File: config.mk
export PLATFORM = sky130hd
export DESIGN_NAME = mem_ctrl
export DESIGN_NICKNAME = d
export VERILOG_FILES = /design/src/rtl/mem_ctrl.sv
export SDC_FILE = /design/constraint.sdc
export NUM_CORES = 1
export LEC_CHECK = 0
export ABC_AREA = 1
export CORE_ASPECT_RATIO = 0.9
export CORE_UTILIZATION = 45
export CTS_BUF_LIST = sky130_fd_sc_hd__clkbuf_8
export DETAILED_ROUTE_END_ITERATION = 10
export DONT_BUFFER_PORTS = 1
export PLACE_DENSITY_LB_ADDON = 0.3
export REMOVE_ABC_BUFFERS = 1
export SLEW_MARGIN = 20
export SYNTH_ARGS = -nofsm -noshare
export SYNTH_HDL_FRONTEND = slang
export SYNTH_SLANG_ARGS = --single-unit
export TNS_END_PERCENT = 20
File: constraint.sdc
create_clock -name clk_i -period 2.3 [get_ports clk_i]
set_clock_uncertainty 0.15 [all_clocks]
set_input_delay 0.345 -clock clk_i [delete_from_list [all_inputs] [get_ports clk_i]]
set_output_delay 0.345 -clock clk_i [all_outputs]
set_load 0.01 [all_outputs]
File: src/rtl/mem_ctrl.sv
// Purpose : serialises 32-bit fetch and data accesses onto an 8-bit synchronous-read RAM.
// Latency : request sampled in IDLE at cycle T -> read done at T+N+2, write done at T+N+1 (N = 1/2/4 bytes).
// Backpressure: requesters hold req high until their done pulse; stall outputs stay high until then.
//
// Ports:
//   clk_i, rst_i           clock, synchronous active-high reset
//   if_req_i/if_addr_i     instruction-fetch request (always a 4-byte read)
//   if_rdata_o/if_done_o   fetch result and one-cycle completion pulse; if_stall_o = req & ~done
//   mem_req_i/mem_we_i     data-access request and direction
//   mem_addr_i/mem_width_i byte address and size (00 byte, 01 half, 1x word)
//   mem_wdata_i            write data, little-endian, low bytes used
//   mem_rdata_o/mem_done_o data result and one-cycle completion pulse; mem_stall_o = req & ~done
//   ram_addr_o/ram_dout_o/ram_wr_o/ram_din_i   byte RAM port; ram_din_i arrives one cycle after its address
module mem_ctrl (
    input  logic        clk_i,
    input  logic        rst_i,
    input  logic        if_req_i,
    input  logic [31:0] if_addr_i,
    output logic [31:0] if_rdata_o,
    output logic        if_done_o,
    output logic        if_stall_o,
    input  logic        mem_req_i,
    input  logic        mem_we_i,
    input  logic [31:0] mem_addr_i,
    input  logic [1:0]  mem_width_i,
    input  logic [31:0] mem_wdata_i,
    output logic [31:0] mem_rdata_o,
    output logic        mem_done_o,
    output logic        mem_stall_o,
    output logic [31:0] ram_addr_o,
    output logic [7:0]  ram_dout_o,
    output logic        ram_wr_o,
    input  logic [7:0]  ram_din_i
);

    localparam logic [1:0] S_IDLE = 2'd0;
    localparam logic [1:0] S_XFER = 2'd1;
    localparam logic [1:0] S_WAIT = 2'd2;
    localparam logic [1:0] S_DONE = 2'd3;

    logic [1:0]  state_q,     state_d;
    logic [1:0]  k_q,         k_d;
    logic [1:0]  last_k_q,    last_k_d;     // N-1
    logic [31:0] base_q,      base_d;
    logic        we_q,        we_d;
    logic        is_if_q,     is_if_d;      // which requester is being served
    logic [31:0] wdata_q,     wdata_d;
    logic [31:0] acc_q,       acc_d;        // read bytes collected so far
    logic [31:0] if_rdata_q,  if_rdata_d;
    logic [31:0] mem_rdata_q, mem_rdata_d;

    logic        served_req;
    logic [1:0]  prev_k;
    logic [31:0] rd_final;

    assign served_req = is_if_q ? if_req_i : mem_req_i;
    // RAM returns the byte addressed in the previous cycle.
    assign prev_k     = k_q - 2'd1;

    always_comb begin
        state_d     = state_q;
        k_d         = k_q;
        last_k_d    = last_k_q;
        base_d      = base_q;
        we_d        = we_q;
        is_if_d     = is_if_q;
        wdata_d     = wdata_q;
        acc_d       = acc_q;
        if_rdata_d  = if_rdata_q;
        mem_rdata_d = mem_rdata_q;
        rd_final    = acc_q;

        case (state_q)
            S_IDLE: begin
                k_d   = 2'd0;
                acc_d = 32'h0;
                if (mem_req_i) begin
                    base_d  = mem_addr_i;
                    we_d    = mem_we_i;
                    wdata_d = mem_wdata_i;
                    is_if_d = 1'b0;
                    case (mem_width_i)
                        2'b00:   last_k_d = 2'd0;
                        2'b01:   last_k_d = 2'd1;
                        default: last_k_d = 2'd3;
                    endcase
                    state_d = S_XFER;
                end else if (if_req_i) begin
                    base_d   = if_addr_i;
                    we_d     = 1'b0;
                    wdata_d  = 32'h0;
                    is_if_d  = 1'b1;
                    last_k_d = 2'd3;
                    state_d  = S_XFER;
                end
            end

            S_XFER: begin
                if (!served_req) begin
                    state_d = S_IDLE;
                    k_d     = 2'd0;
                end else begin
                    if (!we_q && (k_q != 2'd0)) begin
                        acc_d[{prev_k, 3'b000} +: 8] = ram_din_i;
                    end
                    if (k_q == last_k_q) begin
                        state_d = we_q ? S_DONE : S_WAIT;
                        k_d     = 2'd0;
                    end else begin
                        k_d = k_q + 2'd1;
                    end
                end
            end

            S_WAIT: begin
                if (!served_req) begin
                    state_d = S_IDLE;
                end else begin
                    // Final byte goes straight into the result register so it is
                    // visible during the done cycle.
                    rd_final = acc_q;
                    rd_final[{last_k_q, 3'b000} +: 8] = ram_din_i;
                    acc_d = rd_final;
                    if (is_if_q) begin
                        if_rdata_d = rd_final;
                    end else begin
                        mem_rdata_d = rd_final;
                    end
                    state_d = S_DONE;
                end
            end

            default: begin
                state_d = S_IDLE;
            end
        endcase
    end

    always_ff @(posedge clk_i) begin
        if (rst_i) begin
            state_q     <= S_IDLE;
            k_q         <= 2'd0;
            last_k_q    <= 2'd0;
            base_q      <= 32'h0;
            we_q        <= 1'b0;
            is_if_q     <= 1'b0;
            wdata_q     <= 32'h0;
            acc_q       <= 32'h0;
            if_rdata_q  <= 32'h0;
            mem_rdata_q <= 32'h0;
        end else begin
            state_q     <= state_d;
            k_q         <= k_d;
            last_k_q    <= last_k_d;
            base_q      <= base_d;
            we_q        <= we_d;
            is_if_q     <= is_if_d;
            wdata_q     <= wdata_d;
            acc_q       <= acc_d;
            if_rdata_q  <= if_rdata_d;
            mem_rdata_q <= mem_rdata_d;
        end
    end

    logic in_xfer;
    assign in_xfer = (state_q == S_XFER);

    // ram_addr wraps naturally through 32-bit addition.
    assign ram_addr_o = in_xfer ? (base_q + {30'b0, k_q}) : 32'h0;
    assign ram_wr_o   = in_xfer & we_q;
    assign ram_dout_o = (in_xfer & we_q) ? wdata_q[{k_q, 3'b000} +: 8] : 8'h00;

    assign if_done_o   = (state_q == S_DONE) &  is_if_q;
    assign mem_done_o  = (state_q == S_DONE) & ~is_if_q;
    assign if_rdata_o  = if_rdata_q;
    assign mem_rdata_o = mem_rdata_q;
    assign if_stall_o  = if_req_i  & ~if_done_o;
    assign mem_stall_o = mem_req_i & ~mem_done_o;

endmodule
* Word level (Yosys, flattened, before mapping)
Index checks and enable logic that the tools add are counted. Widths: inputs -> output; s select.
Storage, ports and cells: flip-flop bits (word level) 168, bits of input ports 111, output and inout bits 109, word-level logic and storage cells 81
Cells by class: add/sub/neg operators 5, equality and inequality tests 10, shifts and indexed selects 5, muxes and demuxes 30, bitwise operators 8, reduce and logical (&&, ||, !) cells 13
Operators with widths (count):
- $mux 32 | 8
- $pmux 32 s3 | 1
- $bwmux 32 | 2
- $shift 8x7->32 const A | 2
- $shiftx 8x7->32 | 2
- $add 32x2->32 | 1
- $shiftx 32x6->8 | 1
- $mux 2 | 9
- $neg 5->7 | 2
- $mux 8 | 1
- $pmux 2 s2 | 2
- $mux 1 | 6
- $pmux 2 s3 | 1
- $reduce_and 3->1 | 2
- $reduce_bool 2->1 | 3
- $and 1x1->1 | 5
- $eq 2x1->1 const B | 2
- $eq 2x2->1 const B | 2
- $logic_not 2->1 | 2
- $ne 2x2->1 const B | 2
- $reduce_and 2->1 | 2
- $reduce_and 4->1 | 1
- $ne 3x2->1 const B | 1
- $ne 3x3->1 const B | 1
- other kinds (8) | 10

* Logic depth before layout (Yosys ltp)
Gate-level depths: netlist (run 1).
depth after elaboration 7, mapped depth 14, mapped depth without buffers 11

* Worst setup path after synthesis (run 1)
Ideal clock, no wire load.
path type reg-to-reg, from register k_q[0], to register acc_q[27], setup time 0.070 ns, arrival 2.030 ns, required time 2.080 ns, path slack 0.049 ns, cell stages (with the launch flop) 13, path buffers 3, period minus slack after synthesis 2.251 ns, cells stage by stage dfxtp_1 -> buf_6 -> inv_2 -> buf_2 -> buf_2 -> ha_1 -> nor2_1 -> nand2_1 -> o21ai_0 -> nand2_1 -> nand2_1 -> nand2_1 -> a21oi_1
Between the ends: word-level cells in the longest chain between the ends 7, elaborated cells between the ends (all ways) 12, those cells by class add/sub: 2; eq/ne: 1; shift: 2; mux: 4; reduce/logical: 3
RTL lines:
- start: declaration | RTL line 42 | logic [1:0] k_q, k_d;
- start signal: assignment | RTL line 153 | k_q <= k_d;
- $sub 2x1->2 | RTL line 58 | assign prev_k = k_q - 2'd1;
- $neg 5->7 | RTL line 104 | acc_d[{prev_k, 3'b000} +: 8] = ram_din_i;
- $shiftx 8x7->32 / $shift 8x7->32 (equally long branches) | RTL line 104
- $bwmux 32 | RTL line 104
- $mux 32 | RTL line 103 | if (!we_q && (k_q != 2'd0)) begin
- $mux 32 | RTL line 99 | if (!served_req) begin
- $pmux 32 s3 | RTL line 73 | case (state_q)
- end signal: assignment | RTL line 148 | acc_q <= 32'h0;
- end signal: assignment | RTL line 159 | acc_q <= acc_d;
- end: declaration | RTL line 48 | logic [31:0] acc_q, acc_d;
Parallel ways exist; a longest one is shown, timed or not. The select of a mux whose other input is x is not followed. A chain may end at the register's enable or synchronous reset.

* Worst setup path after layout (run 1)
from register base_q[0], to output ram_addr_o[10]
Between the ends: word-level cells in the longest chain between the ends 2
RTL lines:
- start: declaration | RTL line 44 | logic [31:0] base_q, base_d;
- start signal: assignment | RTL line 155 | base_q <= base_d;
- $add 32x2->32 | RTL line 169 | assign ram_addr_o = in_xfer ? (base_q + {30'b0, k_q}) : 32'h0;
- $mux 32 | RTL line 169
- end: declaration | RTL line 30 | output logic [31:0] ram_addr_o,
Every way passes these cells.

==> results.ini, run 1 <==
[layout]
layout_common_cells = nand2_1 (529), inv_1 (192), dfxtp_1 (153)
layout_commonest_cell = nand2_1
fin_util_pct = 55.8
nets = 1771
areaGrowthSynthToFinish_pct = 21.0
layoutNonFillerInstCount = 1940
final_layout_size_suffix_gt1_share_pct = 11.1
antenna_cells = 0

[route]
antenna_left = 0
drc = 0
routed_wl_mm = 29.5
avgRoutedWirePerCell_microns = 15.2
vias_per_cell = 5.19
vias = 10100
first_pass_iters = 7
drtIter0Drc = 867

[synth]
async_reset_ff_share_pct = 0
synth_cells = 1578
synth_flop_cell = dfxtp_1
ys_seq_elements = 168
yosysTopAreaCellShare_pct = 34.8
netlist_area_sq_mm = 0.00967
syn_area_per_cell_sq_um = 6.13
synth-edff-count = 0
ys_seq_area_share_pct = 34.8
yosysUniqueCellTypes = 34
yosys-top-cells-area = dfxtp_1 (35%), nand2_1 (21%), a21oi_1 (8.1%)
yosys_warnings = 0
synth_top_area_cell = dfxtp_1

[clock_tree]
cts_max_path_buffers = 2
cts_buffers = 17
clock_latency_ps = 470
clkSlewWorstSetupHoldPaths_ps = 100
clock-root-buffer = clkbuf_8
cts_tree = done
clkSinkCount = 168
h-tree-depth = 4

[worst_setup_path]
ff2ff_path_depth = 8
r2r-start = state_q[0]
rr_endpoint = base_q[1]
crit_path_max_fanout = 3
reg2reg_slack_ps = 50
path_class = reg -> out
cp.required_ps = 1800
crit_path_end_kind = output pin
crit_path_start_kind = register
crit_arrival_ps = 2150

[timing]
hold_violations = 0
drv_slew = 0
fin_crit_ps = 2650
setup_viol = 30
fin_hold_ws_ps = 36.3
max_freq_mhz = 378
slew_headroom_pct = 68.7
tightestPinTransition_ps = 469
worst_slack_ps = -345
finalCritPeriodShare_pct = 115
grt_setup_unrepaired = true

[power_and_ir_drop]
irDropWorstVdd_mv = 0.470
total_power_w = 0.00827
leakage_nw = 5.25
cellPowerDensity_mw_per_mm2 = 707

[die]
initial_core_util_pct = 46.1
coreArea_sq_mm = 0.0210
dieArea_sq_mm = 0.0221
die_w_microns = 156
io_pins = 220
num_rows = 50
die_h_microns = 141

[place]
dp_cells = 1822
gp_congestion = 0.928
numPortBuffers = 0
dp_slack_ps = 39.1
dp_hpwl_mm = 19.1

[grt]
grt_overflow = 0
antenna_found_initial = 0
grt_use_total_pct = 26.6
grt_pass1_vias = 9395
grt_max_degree = 99
grt_pass1_wl_mm = 46.5

[worst_hold_path]
min_path_cells = 4
min_delay_worst_endpoint = if_rdata_o[2]
hold_start = ram_din_i[2]
hold_path.class = in -> reg

[status]
violations = setup timing
status = complete, but fails checks

[run]
drv_cap = 0

==> cell usage after synthesis (2+ instances only) <==
library cell and count:
nor2_4 2, nor2_1 179, xnor2_1 5, a211oi_1 5
nand3_1 47, a311oi_1 32, o21ai_0 110, o22ai_1 5
nand3b_1 3, a21oi_1 157, buf_2 28, clkinv_1 5
inv_2 4, a21o_1 7, buf_1 9, nand2_1 542
inv_1 198, nor2_2 3, dfxtp_1 168, ha_1 18
buf_6 6, nand4_1 2, clkbuf_1 32
==> repair_timing <==
item | CTS | global route
gates resized for setup | 87 | 42
pin swaps | 14 | 11
setup buffers | 3 | 3
setup endpoints to repair | 38 | 114
endpoints found under the hold margin | 168 | 0
hold buffers | 78 | 0
gates cloned | 0 | 2
==> report_power, final <==
| group | total (W) | internal [W] | switching, W |
|---|---|---|---|
| Clock | 0.00224 | 0.00102 | 0.00122 |
| Combinational | 0.00260 | 0.000986 | 0.00161 |
| Sequential | 0.00343 | 0.00315 | 0.000273 |
| Total | 0.00827 | 0.00516 | 0.00311 |
==> routing by layer <==
metal  global-route usage, %  vias to the layer above  wire (microns)
li1                        -                     5071               -
met1                    31.9                     4580           12400
met2                    45.3                      369           14000
met5                       0                        -               0
met3                    7.13                       43            2420
met4                    9.75                        0             651
==> stage by stage <==
| step | TNS, ps | cell area, sq um |
|---|---|---|
| floorplan | -59610 | 9300 |
| global placement | 0 | 9980 |
| detailed placement | 0 | 9980 |
| CTS | -4090 | 11500 |
| global route | -9220 | 11700 |
| finish | -5630 | 11700 |
==> final cells by class <==
class	count	area, sq um
fillers	2068	9270
multi-input cells	1126	5500
flip-flops and latches	168	3390
repair buffers	120	1240
inverters	208	798
well taps	286	358
clock buffers	18	248
clock inverters	14	163
==> worst max-delay path by stage <==
| stage | slack (ps) | start | to |
|---|---|---|---|
| after detailed placement | 40 | base_q[0] | ram_addr_o[10] |
| after global placement | 80 | k_q[0] | ram_addr_o[10] |
| after CTS | -310 | base_q[0] | ram_addr_o[10] |
| after global routing | -410 | k_q[0] | ram_addr_o[10] |
| after floorplan | -740 | state_q[0] | if_rdata_o[0] |
| final | -350 | base_q[0] | ram_addr_o[10] |
==> flip-flops by register name (all words and copies together) (netlist names) <==
register     count
acc_q           32
base_q          32
if_rdata_o      32
is_if_q          1
k_q              2
last_k_q         2
mem_rdata_o     32
state_q          2
wdata_q         32
we_q             1
==> critical path, stage by stage (launching register included) <==
cell     delay, ps
dfxtp_2        360
ha_4           160
fa_2           390
nand2_4        100
nor2_4          50
nand2_2         80
inv_2           60
nand2_4         70
o21ai_1         60
a21oi_1        190
buf_4          160
==> logic make-up after synthesis <==
group,count (synthesis),synth area share [%]
fa+ha+maj,19,2.54
flops,168,34.8
simple gates,783,32.0
xor+xnor,6,0.544
buf+inv,284,11.9
compound gates,318,18.2
Power figures use the tool's default switching activity.
==> inputs of run 2 (changes only) <==
--- a/config.mk
+++ b/config.mk
@@ -9,8 +9,10 @@
 export CORE_ASPECT_RATIO = 0.9
 export CORE_UTILIZATION = 45
 export CTS_BUF_LIST = sky130_fd_sc_hd__clkbuf_8
+export CTS_CLUSTER_DIAMETER = 100
 export DETAILED_ROUTE_END_ITERATION = 10
 export DONT_BUFFER_PORTS = 1
+export HOLD_SLACK_MARGIN = 0.06
 export PLACE_DENSITY_LB_ADDON = 0.3
 export REMOVE_ABC_BUFFERS = 1
 export SLEW_MARGIN = 20
==> run 2 against run 1 <==
Net effect: the flow still finishes with violations (setup timing); die area did not move; cell count rose by 0.31%; global-route usage rose by 0.40 points; routed wire length rose by 1.3%; critical path depth did not move; core utilization rose by 0.29 points; total power rose by 0.21%; maximum frequency rose by 0.17%; clock power barely moved.
==> results.ini, run 2 (synthesis results as in run 1) <==
[worst_hold_path]
min_path_cells = 4
hold_path.class = in -> reg
min_delay_worst_endpoint = if_rdata_o[4]
hold_start = ram_din_i[4]

[status]
violations = setup timing
status = complete, but fails checks

[route]
drtIter0Drc = 809
first_pass_iters = 6
vias_per_cell = 5.20
antenna_left = 0
drc = 0
avgRoutedWirePerCell_microns = 15.4
vias = 10100
routed_wl_mm = 29.9

[run]
drv_cap = 0

[timing]
fin_hold_ws_ps = 95.0
finalCritPeriodShare_pct = 115
max_freq_mhz = 379
slew_headroom_pct = 69.5
tightestPinTransition_ps = 458
drv_slew = 0
grt_setup_unrepaired = true
setup_viol = 30
worst_slack_ps = -341
fin_crit_ps = 2640
hold_violations = 0

[clock_tree]
clkSinkCount = 168
clock-root-buffer = clkbuf_8
clkSlewWorstSetupHoldPaths_ps = 100
cts_tree = done
cts_max_path_buffers = 2
clock_latency_ps = 470
cts_buffers = 17
h-tree-depth = 4

[layout]
nets = 1777
layout_common_cells = nand2_1 (529), inv_1 (192), dfxtp_1 (153)
areaGrowthSynthToFinish_pct = 21.6
layoutNonFillerInstCount = 1946
multi_input_comb_area_sq_mm = 0.00550
antenna_cells = 0
fillCellCount = 2059
layout_commonest_cell = nand2_1
stdcell_area_sq_mm = 0.0118
seqCellArea_sq_mm = 0.00339
final_layout_size_suffix_gt1_share_pct = 11.1

[die]
io_pins = 220
die_w_microns = 156
initial_core_util_pct = 46.1
die_h_microns = 141
num_rows = 50
dieArea_sq_mm = 0.0221
coreArea_sq_mm = 0.0210

[worst_setup_path]
crit_path_end_kind = output pin
startpoint = base_q[0]
path_class = reg -> out
reg2reg_slack_ps = 50
crit_slowest_cell = fa_2
cpPeakStageDelay_ps = 390
ff2ff_path_depth = 12
crit_path_max_fanout = 3
rr_endpoint = state_q[0]
crit_arrival_ps = 2150
cp_common_cell = nand2_4
crit_path_start_kind = register
r2r-start = k_q[0]
cp.required_ps = 1800
crit_chain = ha_4 -> fa_2 -> nand2_4 -> nor2_4 -> nand2_2 -> inv_2 -> nand2_4 -> o21ai_1 -> a21oi_1 -> buf_4

[power_and_ir_drop]
leakage_nw = 5.27
cellPowerDensity_mw_per_mm2 = 705
irDropWorstVdd_mv = 0.471

[grt]
antenna_found_initial = 0
grt_pass1_wl_mm = 47.0
grt_overflow = 0
grt_max_degree = 99
grt_pass1_vias = 9429
grt_use_total_pct = 27.0

[place]
dp_cells = 1822
gp_congestion = 0.928
dp_hpwl_mm = 19.1
numPortBuffers = 0
placed_area_sq_mm = 0.00998

## run 2: changes by cell type in the layout (fill, tap and decap cells not counted)
cell	before	now
dlygate4sd3_1	77	83
## run 2: cell type report
class / count / share of cell area (%)
Multi-Input combinational cell: 1126 / 46.8
Sequential cell: 168 / 28.8
Timing Repair Buffer: 126 / 11.0
Inverter: 208 / 6.79
Tap cell: 286 / 3.04
Clock buffer: 18 / 2.11
Clock inverter: 14 / 1.38
## run 2: metal layers
metal,share of wire (%),vias to the layer above,GRT usage [%]
li1,-,5086,-
met1,42,4636,32.4
met2,48,353,45.6
met3,8.5,41,7.93
met4,2.1,0,9.70
met5,0,-,0
## run 2: worst max-delay path, delay by kind of cell (launching register included)
| family | cells | cell delay, ps |
|---|---|---|
| compound gates | 2 | 250 |
| fa+ha+maj | 2 | 550 |
| buf+inv | 2 | 220 |
| flops | 1 | 360 |
| simple gates | 4 | 300 |
## run 2: where the power goes
part	switching (W)	internal, W	total, W
Clock	0.00122	0.00102	0.00224
Combinational	0.00162	0.000993	0.00262
Sequential	0.000272	0.00315	0.00343
Total	0.00312	0.00517	0.00829
## run 2: worst max-delay path by stage
stage,end
floorplan,if_rdata_o[0]
global placement,ram_addr_o[10]
detailed placement,ram_addr_o[10]
CTS,ram_addr_o[10]
global route,ram_addr_o[10]
finish,ram_addr_o[10]
## run 2: repair_timing
| action | CTS | global route |
|---|---|---|
| buffers inserted | 3 | 3 |
| pin swaps | 14 | 11 |
| hold endpoints to repair | 168 | 0 |
| resized for setup | 87 | 42 |
| setup endpoints to repair | 38 | 114 |
| cloned | 0 | 2 |
| hold buffers | 84 | 0 |
## run 2: through the flow
| step | power [W] | worst slack, ps | TNS [ps] | utilization [%] |
|---|---|---|---|---|
| global route | 0.00875 | -410 | -9220 | 56.1 |
| global placement | 0.00549 | 77.2 | 0 | 47.6 |
| floorplan | 0.00476 | -743 | -59610 | - |
| detailed placement | 0.00551 | 39.1 | 0 | 47.6 |
| CTS | 0.00814 | -307 | -4090 | 55.0 |
| finish | 0.00829 | -341 | -5550 | 56.1 |
==> inputs of run 3 (changes only) <==
--- a/config.mk
+++ b/config.mk
@@ -6,6 +6,7 @@
 export NUM_CORES = 1
 export LEC_CHECK = 0
 export ABC_AREA = 1
+export ABC_CLOCK_PERIOD_IN_PS = 2300
 export CORE_ASPECT_RATIO = 0.9
 export CORE_UTILIZATION = 45
 export CTS_BUF_LIST = sky130_fd_sc_hd__clkbuf_8
==> results of run 3 <==
Same layout as run 2: the final DEF is identical, and so are final timing and power.
